<file path="config.mk">
export PLATFORM = sky130hd
export DESIGN_NAME = sram_port_ctrl
export DESIGN_NICKNAME = d
export VERILOG_FILES = /design/src/rtl/sram_ctrl_pkg.sv /design/src/rtl/sram_rsp_fifo.sv /design/src/rtl/sram_port_ctrl.sv
export SDC_FILE = /design/constraint.sdc
export NUM_CORES = 1
export LEC_CHECK = 0
export ABC_AREA = 1
export CORE_MARGIN = 5
export CORE_UTILIZATION = 46
export DETAILED_ROUTE_END_ITERATION = 12
export PLACE_DENSITY = 0.79
export SETUP_SLACK_MARGIN = 0.02
export SYNTH_ARGS = -nofsm -noshare
export SYNTH_HDL_FRONTEND = slang
export SYNTH_SLANG_ARGS = --single-unit
</file>
<file path="constraint.sdc">
create_clock -name clk -period 4.15 [get_ports clk]
set_input_delay 0.83 -clock clk [delete_from_list [all_inputs] [get_ports clk]]
set_output_delay 0.83 -clock clk [all_outputs]
set_load 0.02 [all_outputs]
</file>
<file path="src/rtl/sram_ctrl_pkg.sv">
// Shared types and defaults for the SRAM port controller.
// Optional CLEAR state is compiled in with SRAM_PORT_CLEAR_EN.
package sram_ctrl_pkg;

  localparam int unsigned AW_DEF          = 32'd11;
  localparam int unsigned DW_DEF          = 32'd32;
  localparam int unsigned IDLE_CYCLES_DEF = 32'd16;
  localparam int unsigned WAKE_CYCLES_DEF = 32'd2;
  localparam int unsigned RSP_DEPTH_DEF   = 32'd2;

  typedef enum logic [1:0] {
    SLEEP  = 2'd0,
    WAKE   = 2'd1,
    ACTIVE = 2'd2
`ifdef SRAM_PORT_CLEAR_EN
    , CLEAR = 2'd3
`endif
  } state_e;

  // Bits needed to hold a count of 0..max_val-1, never less than one.
  function automatic int unsigned cnt_width(input int unsigned max_val);
    return (max_val < 32'd2) ? 32'd1 : $clog2(max_val);
  endfunction

endpackage

</file>
<file path="src/rtl/sram_rsp_fifo.sv">
// Read-response FIFO: RSP_DEPTH entries, power-of-two depth, occupancy output.
// The caller guarantees no push when full and no pop when empty.
module sram_rsp_fifo #(
  parameter int unsigned DW    = 32'd32,
  parameter int unsigned DEPTH = 32'd2
) (
  input  logic                       clk_i,
  input  logic                       rst_ni,
  input  logic                       push_i,
  input  logic [DW-1:0]              wdata_i,
  input  logic                       pop_i,
  output logic [DW-1:0]              rdata_o,
  output logic [$clog2(DEPTH):0]     count_o
);

  localparam int unsigned PW = $clog2(DEPTH);
  localparam int unsigned CW = PW + 32'd1;

  logic [DW-1:0] mem_q [DEPTH];
  logic [PW-1:0] wr_ptr_q;
  logic [PW-1:0] rd_ptr_q;
  logic [CW-1:0] count_q;

  // Storage, pointers and occupancy.
  always_ff @(posedge clk_i or negedge rst_ni) begin
    if (!rst_ni) begin
      for (int i = 0; i < int'(DEPTH); i++) begin
        mem_q[i] <= {DW{1'b0}};
      end
      wr_ptr_q <= {PW{1'b0}};
      rd_ptr_q <= {PW{1'b0}};
      count_q  <= {CW{1'b0}};
    end else begin
      if (push_i) begin
        mem_q[wr_ptr_q] <= wdata_i;
        wr_ptr_q        <= wr_ptr_q + {{(PW-1){1'b0}}, 1'b1};
      end
      if (pop_i) begin
        rd_ptr_q <= rd_ptr_q + {{(PW-1){1'b0}}, 1'b1};
      end
      count_q <= count_q + {{(CW-1){1'b0}}, push_i} - {{(CW-1){1'b0}}, pop_i};
    end
  end

  assign rdata_o = mem_q[rd_ptr_q];
  assign count_o = count_q;

endmodule

</file>
<file path="src/rtl/sram_port_ctrl.sv">
// One-port initiator controller for the 2048x32 dual-port SRAM macro: request
// strobes, response FIFO, idle standby. SRAM_PORT_CLEAR_EN adds a zero-fill sweep.
module sram_port_ctrl
  import sram_ctrl_pkg::*;
#(
  parameter int unsigned AW          = AW_DEF,
  parameter int unsigned DW          = DW_DEF,
  parameter int unsigned IDLE_CYCLES = IDLE_CYCLES_DEF,
  parameter int unsigned WAKE_CYCLES = WAKE_CYCLES_DEF,
  parameter int unsigned RSP_DEPTH   = RSP_DEPTH_DEF
) (
  input  logic          clk,
  input  logic          rst_n,
  input  logic          req_valid,
  output logic          req_ready,
  input  logic          req_we,
  input  logic [AW-1:0] req_addr,
  input  logic [DW-1:0] req_wdata,
  output logic          rsp_valid,
  input  logic          rsp_ready,
  output logic [DW-1:0] rsp_rdata,
  output logic          sram_csn,
  output logic          sram_wen,
  output logic [AW-1:0] sram_a,
  output logic [DW-1:0] sram_d,
  input  logic [DW-1:0] sram_q,
  output logic          sram_stdby,
`ifdef SRAM_PORT_CLEAR_EN
  input  logic          clr_start,
  output logic          clr_done,
`endif
  output logic          busy
);

  localparam int unsigned CW = $clog2(RSP_DEPTH) + 32'd1;
  localparam int unsigned IW = cnt_width(IDLE_CYCLES);
  localparam int unsigned WW = cnt_width(WAKE_CYCLES);

  logic [1:0]    rst_sync_q;
  logic          rst_int_n;
  state_e        state_q, state_d;
  logic [IW-1:0] idle_q, idle_d;
  logic [WW-1:0] wake_q, wake_d;
  logic          inflight_q, inflight_d;
  logic [AW-1:0] a_q;
  logic [DW-1:0] d_q;
  logic          hs_s, drv_s, wen_s, stdby_s, clr_go_s;
  logic [AW-1:0] a_s;
  logic [DW-1:0] d_s;
  logic [CW-1:0] fifo_count_s;
  logic [CW:0]   occ_s;
  logic          pop_s, rd_room_s;
`ifdef SRAM_PORT_CLEAR_EN
  logic          clr_pend_q, clr_pend_d;
  logic          clr_done_q, clr_done_d;
  logic [AW-1:0] clr_addr_q, clr_addr_d;
`endif

  // Reset synchronizer: asserts immediately, releases two edges after rst_n rises.
  always_ff @(posedge clk or negedge rst_n) begin
    if (!rst_n) begin
      rst_sync_q <= 2'b00;
    end else begin
      rst_sync_q <= {rst_sync_q[0], 1'b1};
    end
  end
  assign rst_int_n = rst_sync_q[1];

`ifdef SRAM_PORT_CLEAR_EN
  assign clr_go_s = clr_start;
`else
  assign clr_go_s = 1'b0;
`endif

  // Counting already-committed reads keeps the FIFO from ever being oversubscribed.
  assign rsp_valid = (fifo_count_s != {CW{1'b0}});
  assign pop_s     = rsp_valid & rsp_ready;
  assign occ_s     = {1'b0, fifo_count_s} + {{CW{1'b0}}, inflight_q} - {{CW{1'b0}}, pop_s};
  assign rd_room_s = (occ_s < (CW+1)'(RSP_DEPTH));

  // Next-state, request acceptance and macro strobe selection.
  always_comb begin
    state_d    = state_q;
    idle_d     = idle_q;
    wake_d     = wake_q;
    req_ready  = 1'b0;
    hs_s       = 1'b0;
    drv_s      = 1'b0;
    wen_s      = 1'b1;
    stdby_s    = 1'b0;
    a_s        = a_q;
    d_s        = d_q;
`ifdef SRAM_PORT_CLEAR_EN
    clr_pend_d = clr_pend_q;
    clr_done_d = 1'b0;
    clr_addr_d = clr_addr_q;
`endif
    case (state_q)
      SLEEP: begin
        stdby_s = 1'b1;
        idle_d  = {IW{1'b0}};
        wake_d  = {WW{1'b0}};
        if (req_valid || clr_go_s) begin
          state_d = WAKE;
        end else begin
          state_d = SLEEP;
        end
`ifdef SRAM_PORT_CLEAR_EN
        if (clr_start) begin
          clr_pend_d = 1'b1;
        end else begin
          clr_pend_d = clr_pend_q;
        end
`endif
      end
      WAKE: begin
        if (wake_q == WW'(WAKE_CYCLES - 32'd1)) begin
          wake_d = {WW{1'b0}};
`ifdef SRAM_PORT_CLEAR_EN
          state_d    = clr_pend_q ? CLEAR : ACTIVE;
          clr_addr_d = {AW{1'b0}};
`else
          state_d = ACTIVE;
`endif
        end else begin
          wake_d = wake_q + {{(WW-1){1'b0}}, 1'b1};
        end
      end
      ACTIVE: begin
        if (clr_go_s) begin
          idle_d = {IW{1'b0}};
`ifdef SRAM_PORT_CLEAR_EN
          state_d    = CLEAR;
          clr_addr_d = {AW{1'b0}};
`endif
        end else begin
          req_ready = req_we | rd_room_s;
          hs_s      = req_valid & req_ready;
          if (hs_s) begin
            drv_s = 1'b1;
            wen_s = ~req_we;
            a_s   = req_addr;
            d_s   = req_wdata;
          end else begin
            drv_s = 1'b0;
          end
          // A request arriving on the expiry cycle is a handshake, so it wins over sleep.
          if (!hs_s && !inflight_q && !rsp_valid) begin
            if (idle_q == IW'(IDLE_CYCLES - 32'd1)) begin
              idle_d  = {IW{1'b0}};
              state_d = SLEEP;
            end else begin
              idle_d = idle_q + {{(IW-1){1'b0}}, 1'b1};
            end
          end else begin
            idle_d = {IW{1'b0}};
          end
        end
      end
`ifdef SRAM_PORT_CLEAR_EN
      CLEAR: begin
        drv_s      = 1'b1;
        wen_s      = 1'b0;
        a_s        = clr_addr_q;
        d_s        = {DW{1'b0}};
        idle_d     = {IW{1'b0}};
        clr_addr_d = clr_addr_q + {{(AW-1){1'b0}}, 1'b1};
        if (clr_addr_q == {AW{1'b1}}) begin
          state_d    = ACTIVE;
          clr_done_d = 1'b1;
          clr_pend_d = 1'b0;
        end else begin
          state_d = CLEAR;
        end
      end
`endif
      default: begin
        state_d = SLEEP;
      end
    endcase
  end

  assign inflight_d = hs_s & ~req_we;

  // Control state; A/D registers hold the macro pins steady between accesses.
  always_ff @(posedge clk or negedge rst_int_n) begin
    if (!rst_int_n) begin
      state_q    <= SLEEP;
      idle_q     <= {IW{1'b0}};
      wake_q     <= {WW{1'b0}};
      inflight_q <= 1'b0;
      a_q        <= {AW{1'b0}};
      d_q        <= {DW{1'b0}};
`ifdef SRAM_PORT_CLEAR_EN
      clr_pend_q <= 1'b0;
      clr_done_q <= 1'b0;
      clr_addr_q <= {AW{1'b0}};
`endif
    end else begin
      state_q    <= state_d;
      idle_q     <= idle_d;
      wake_q     <= wake_d;
      inflight_q <= inflight_d;
      a_q        <= a_s;
      d_q        <= d_s;
`ifdef SRAM_PORT_CLEAR_EN
      clr_pend_q <= clr_pend_d;
      clr_done_q <= clr_done_d;
      clr_addr_q <= clr_addr_d;
`endif
    end
  end

  sram_rsp_fifo #(
    .DW    (DW),
    .DEPTH (RSP_DEPTH)
  ) u_rsp_fifo (
    .clk_i   (clk),
    .rst_ni  (rst_int_n),
    .push_i  (inflight_q),
    .wdata_i (sram_q),
    .pop_i   (pop_s),
    .rdata_o (rsp_rdata),
    .count_o (fifo_count_s)
  );

  assign sram_csn   = ~drv_s;
  assign sram_wen   = wen_s;
  assign sram_a     = a_s;
  assign sram_d     = d_s;
  assign sram_stdby = stdby_s;
  assign busy       = (state_q != SLEEP) | inflight_q | rsp_valid;
`ifdef SRAM_PORT_CLEAR_EN
  assign clr_done   = clr_done_q;
`endif

endmodule

</file>
==> run metrics <==
TritonCTS Buffers 17; fmax 253 MHz; RR Endpoint d_q[5]; CTS Sinks ~120; Post-Layout Cell Count 925; ratio of cells with drive above 1 in the final layout a little over an eighth; Area Overhead vs Synth 45.0%; DRT antenna net count 0; crit end category output pin; R2R depth 16; Worst-Margin Slew about 1.1 ns; Global Route Usage Sum 19.9%; post-synthesis register bit count roughly 120; Worst Skew approximately 0.010 ns; width of the die approximately 120 um; Tot Pwr approximately 6.2 mW; Setup crit end sram_d[16]; Root Driver clkbuf_8; synthesized instance count 606; die area between 0.01 and 0.015 mm2; Crit path arrival time between 3 and 4 ns; initial core utilization a little under half; DRT Pass-1 Iters 5; worst reg-to-reg setup slack roughly 1.5 ns; Mean Syn Cell Area ~8.4 um2; setup TNS 0 ns; htree depth 4; dpl cell area 0.00682 mm2; CP Launch Type flip-flop; pre-CTS setup slack -0.407 ns; Final Cell Area ~0.0074 mm2; launch point of the worst path u_rsp_fifo.count_o[1]; Syn Nets roughly 700; Max Cap Viol 0; final worst slack approximately 0.19 ns; DR iter-0 viols between 200 and 250; peak supply drop around 0.00041 V; P per Cell Area between 800 and 900 mW/mm2; gpl congestion just over 0.8; reg2reg start u_rsp_fifo.count_o[1]; synthesized area 0.00509 mm2; critical path class reg2out; status complete, no violations; clock slew seen by the registers of the worst setup and hold paths 0.06 ns; sequential share of the synthesized area between 50% and 60%; final period demand of the worst path between 3 and 4 ns; max-slew violations 0; worst min path class reg2async; CTS tree built; nets@finish around 860; Post-DP HPWL 9030 um; Pleak between 3 and 4 nW; number of global-route vias before repair approximately 4600; Slew HR about a quarter; clock latency on the worst-skew pair 0.50 ns; Final Setup Violations 0; Worst EP required 3.32 ns; Tcrit/Tclk final a little over nine tenths; placed instance count just under 900; initial antenna violation count 0; Final Hold Vio Count 0; Filler Cells Inserted 881; std cell rows 38; first-pass GRT wire length between 20000 and 25000 um; final WL ~13000 um; pin count of the biggest net entering global routing 66; critical path peak fanout 11; CTS Hold Bufs 0; post-route DRC violation count 0; most frequent cells in the layout nand2_1 (308), dfrtp_1 (120), clkdlybuf4s50_1 (115); leading cell type in the layout, fill and taps excluded nand2_1; Core ar. roughly 0.011 mm2; post-synthesis cell type count 26; Routed WL per cell between 10 and 15 um; DR vias/cell 4.88; warnings from Yosys 0; GRT overflow 0; # IOs about 160; Max Root-Sink Buffers 2; input/output buffers 160; Ant. Diodes 0; die height approximately 120 um; DR vias 4518; Reg area about 0.0030 mm2; area of the multi-input gates between 0.0015 and 0.002 mm2
==> worst max-delay path, cell delays in order, from the launching register on <==
cell and delay (ns):
dfrtp_1 0.40, inv_2 0.09, nand2_1 0.08, nand2_1 0.09, inv_1 0.04, ha_1 0.26
inv_1 0.04, ha_2 0.16, fa_1 0.45, inv_1 0.09, nand3_2 0.08, nand2_2 0.10
nand3_4 0.15, inv_8 0.13, clkbuf_16 0.16, nand2_1 0.06, nand2_1 0.07, buf_2 0.18
==> sequential cells by signal, summed over array words and instances (netlist names) <==
name	count
state_q	2
rst_sync_q	2
d_q	32
idle_q	4
u_rsp_fifo.wr_ptr_q	1
inflight_q	1
wake_q	1
u_rsp_fifo.mem_q	64
u_rsp_fifo.count_o	2
a_q	11
u_rsp_fifo.rd_ptr_q	1
==> per-stage QoR <==
| stage | hold slack [ns] | utilization, % |
|---|---|---|
| final | 0.291 | 68.0 |
| after global routing | 0.343 | 68.0 |
| after CTS | 0.311 | 66.2 |
| after detailed placement | 0.303 | 62.9 |
| after global placement | 0.300 | 62.9 |
| after floorplan | 0.331 | - |
==> cell usage after synthesis <==
master	n	share of area, %
fa_1	1	0.39
dfrtp_1	121	60
buf_2	11	1.1
buf_4	1	0.15
conb_1	1	0.074
nand2_1	314	23
inv_2	1	0.074
xor2_1	1	0.17
nor2_1	2	0.15
buf_6	4	0.89
or2_1	1	0.12
nand2_2	1	0.12
inv_4	1	0.12
inv_1	47	3.5
ha_1	3	0.74
a21oi_1	1	0.098
or2_0	1	0.12
o21ai_0	44	4.3
nand3_1	6	0.59
nand3_4	1	0.34
clkbuf_1	13	0.96
nor2_8	1	0.39
nand4_1	2	0.25
o21ai_1	25	2.5
clkinv_1	1	0.074
a21o_1	1	0.15
==> worst min path at each step <==
stage	from	depth (start not counted)	endpoint	slack [ns]
floorplan	rst_sync_q[0]	0	rst_sync_q[1]	0.33
global placement	rst_sync_q[1]	0	inflight_q	0.30
detailed placement	rst_sync_q[1]	0	d_q[28]	0.30
CTS	rst_sync_q[1]	0	u_rsp_fifo.count_o[0]	0.31
global route	rst_sync_q[1]	0	u_rsp_fifo.count_o[0]	0.34
finish	rst_sync_q[1]	0	u_rsp_fifo.count_o[0]	0.29
==> layer usage <==
layer / vias to the layer above / global-route usage (%) / routed length, um
li1: 2182 / - / -
met5: - / 0 / 0
met1: 2152 / 24.6 / 5410
met4: 0 / 5.71 / 150
met3: 12 / 8.53 / 1310
met2: 172 / 32.1 / 6320
==> cells by family (layout without fill, tap and decap cells) <==
| logic type | Yosys count | count (layout) | share of synthesized area (%) |
|---|---|---|---|
| adders and majority gates | 4 | 4 | 1.13 |
| DFF | 121 | 121 | 59.5 |
| AOI/OAI and AO/OA | 71 | 71 | 7.03 |
| buffers and inverters | 79 | 258 | 6.81 |
| xor gates and xnor gates | 1 | 1 | 0.172 |
| other | 1 | 1 | 0.0737 |
| and+or+nand+nor | 329 | 329 | 25.3 |
==> cell type report <==
class	instances	share of cell area, %
multi-input cells	406	23.5
clock buffers	18	5.80
flip-flops and latches	121	41.1
clock inverters	14	2.00
well taps	140	2.38
repair buffers	176	22.5
inverters	50	2.65
==> power breakdown <==
part	total (mW)	switching [mW]	internal, mW
clock	1.40	0.529	0.871
combinational	2.86	1.67	1.19
sequential	1.98	0.251	1.73
total	6.24	2.45	3.79
==> timing repair <==
action / CTS / global route
gates resized for setup: 173 / 40
pin swaps: 0 / 5
cloned: 0 / 3
endpoints found under the setup margin: 44 / 45
setup buffers: 0 / 2
Power figures use the tool's default switching activity.
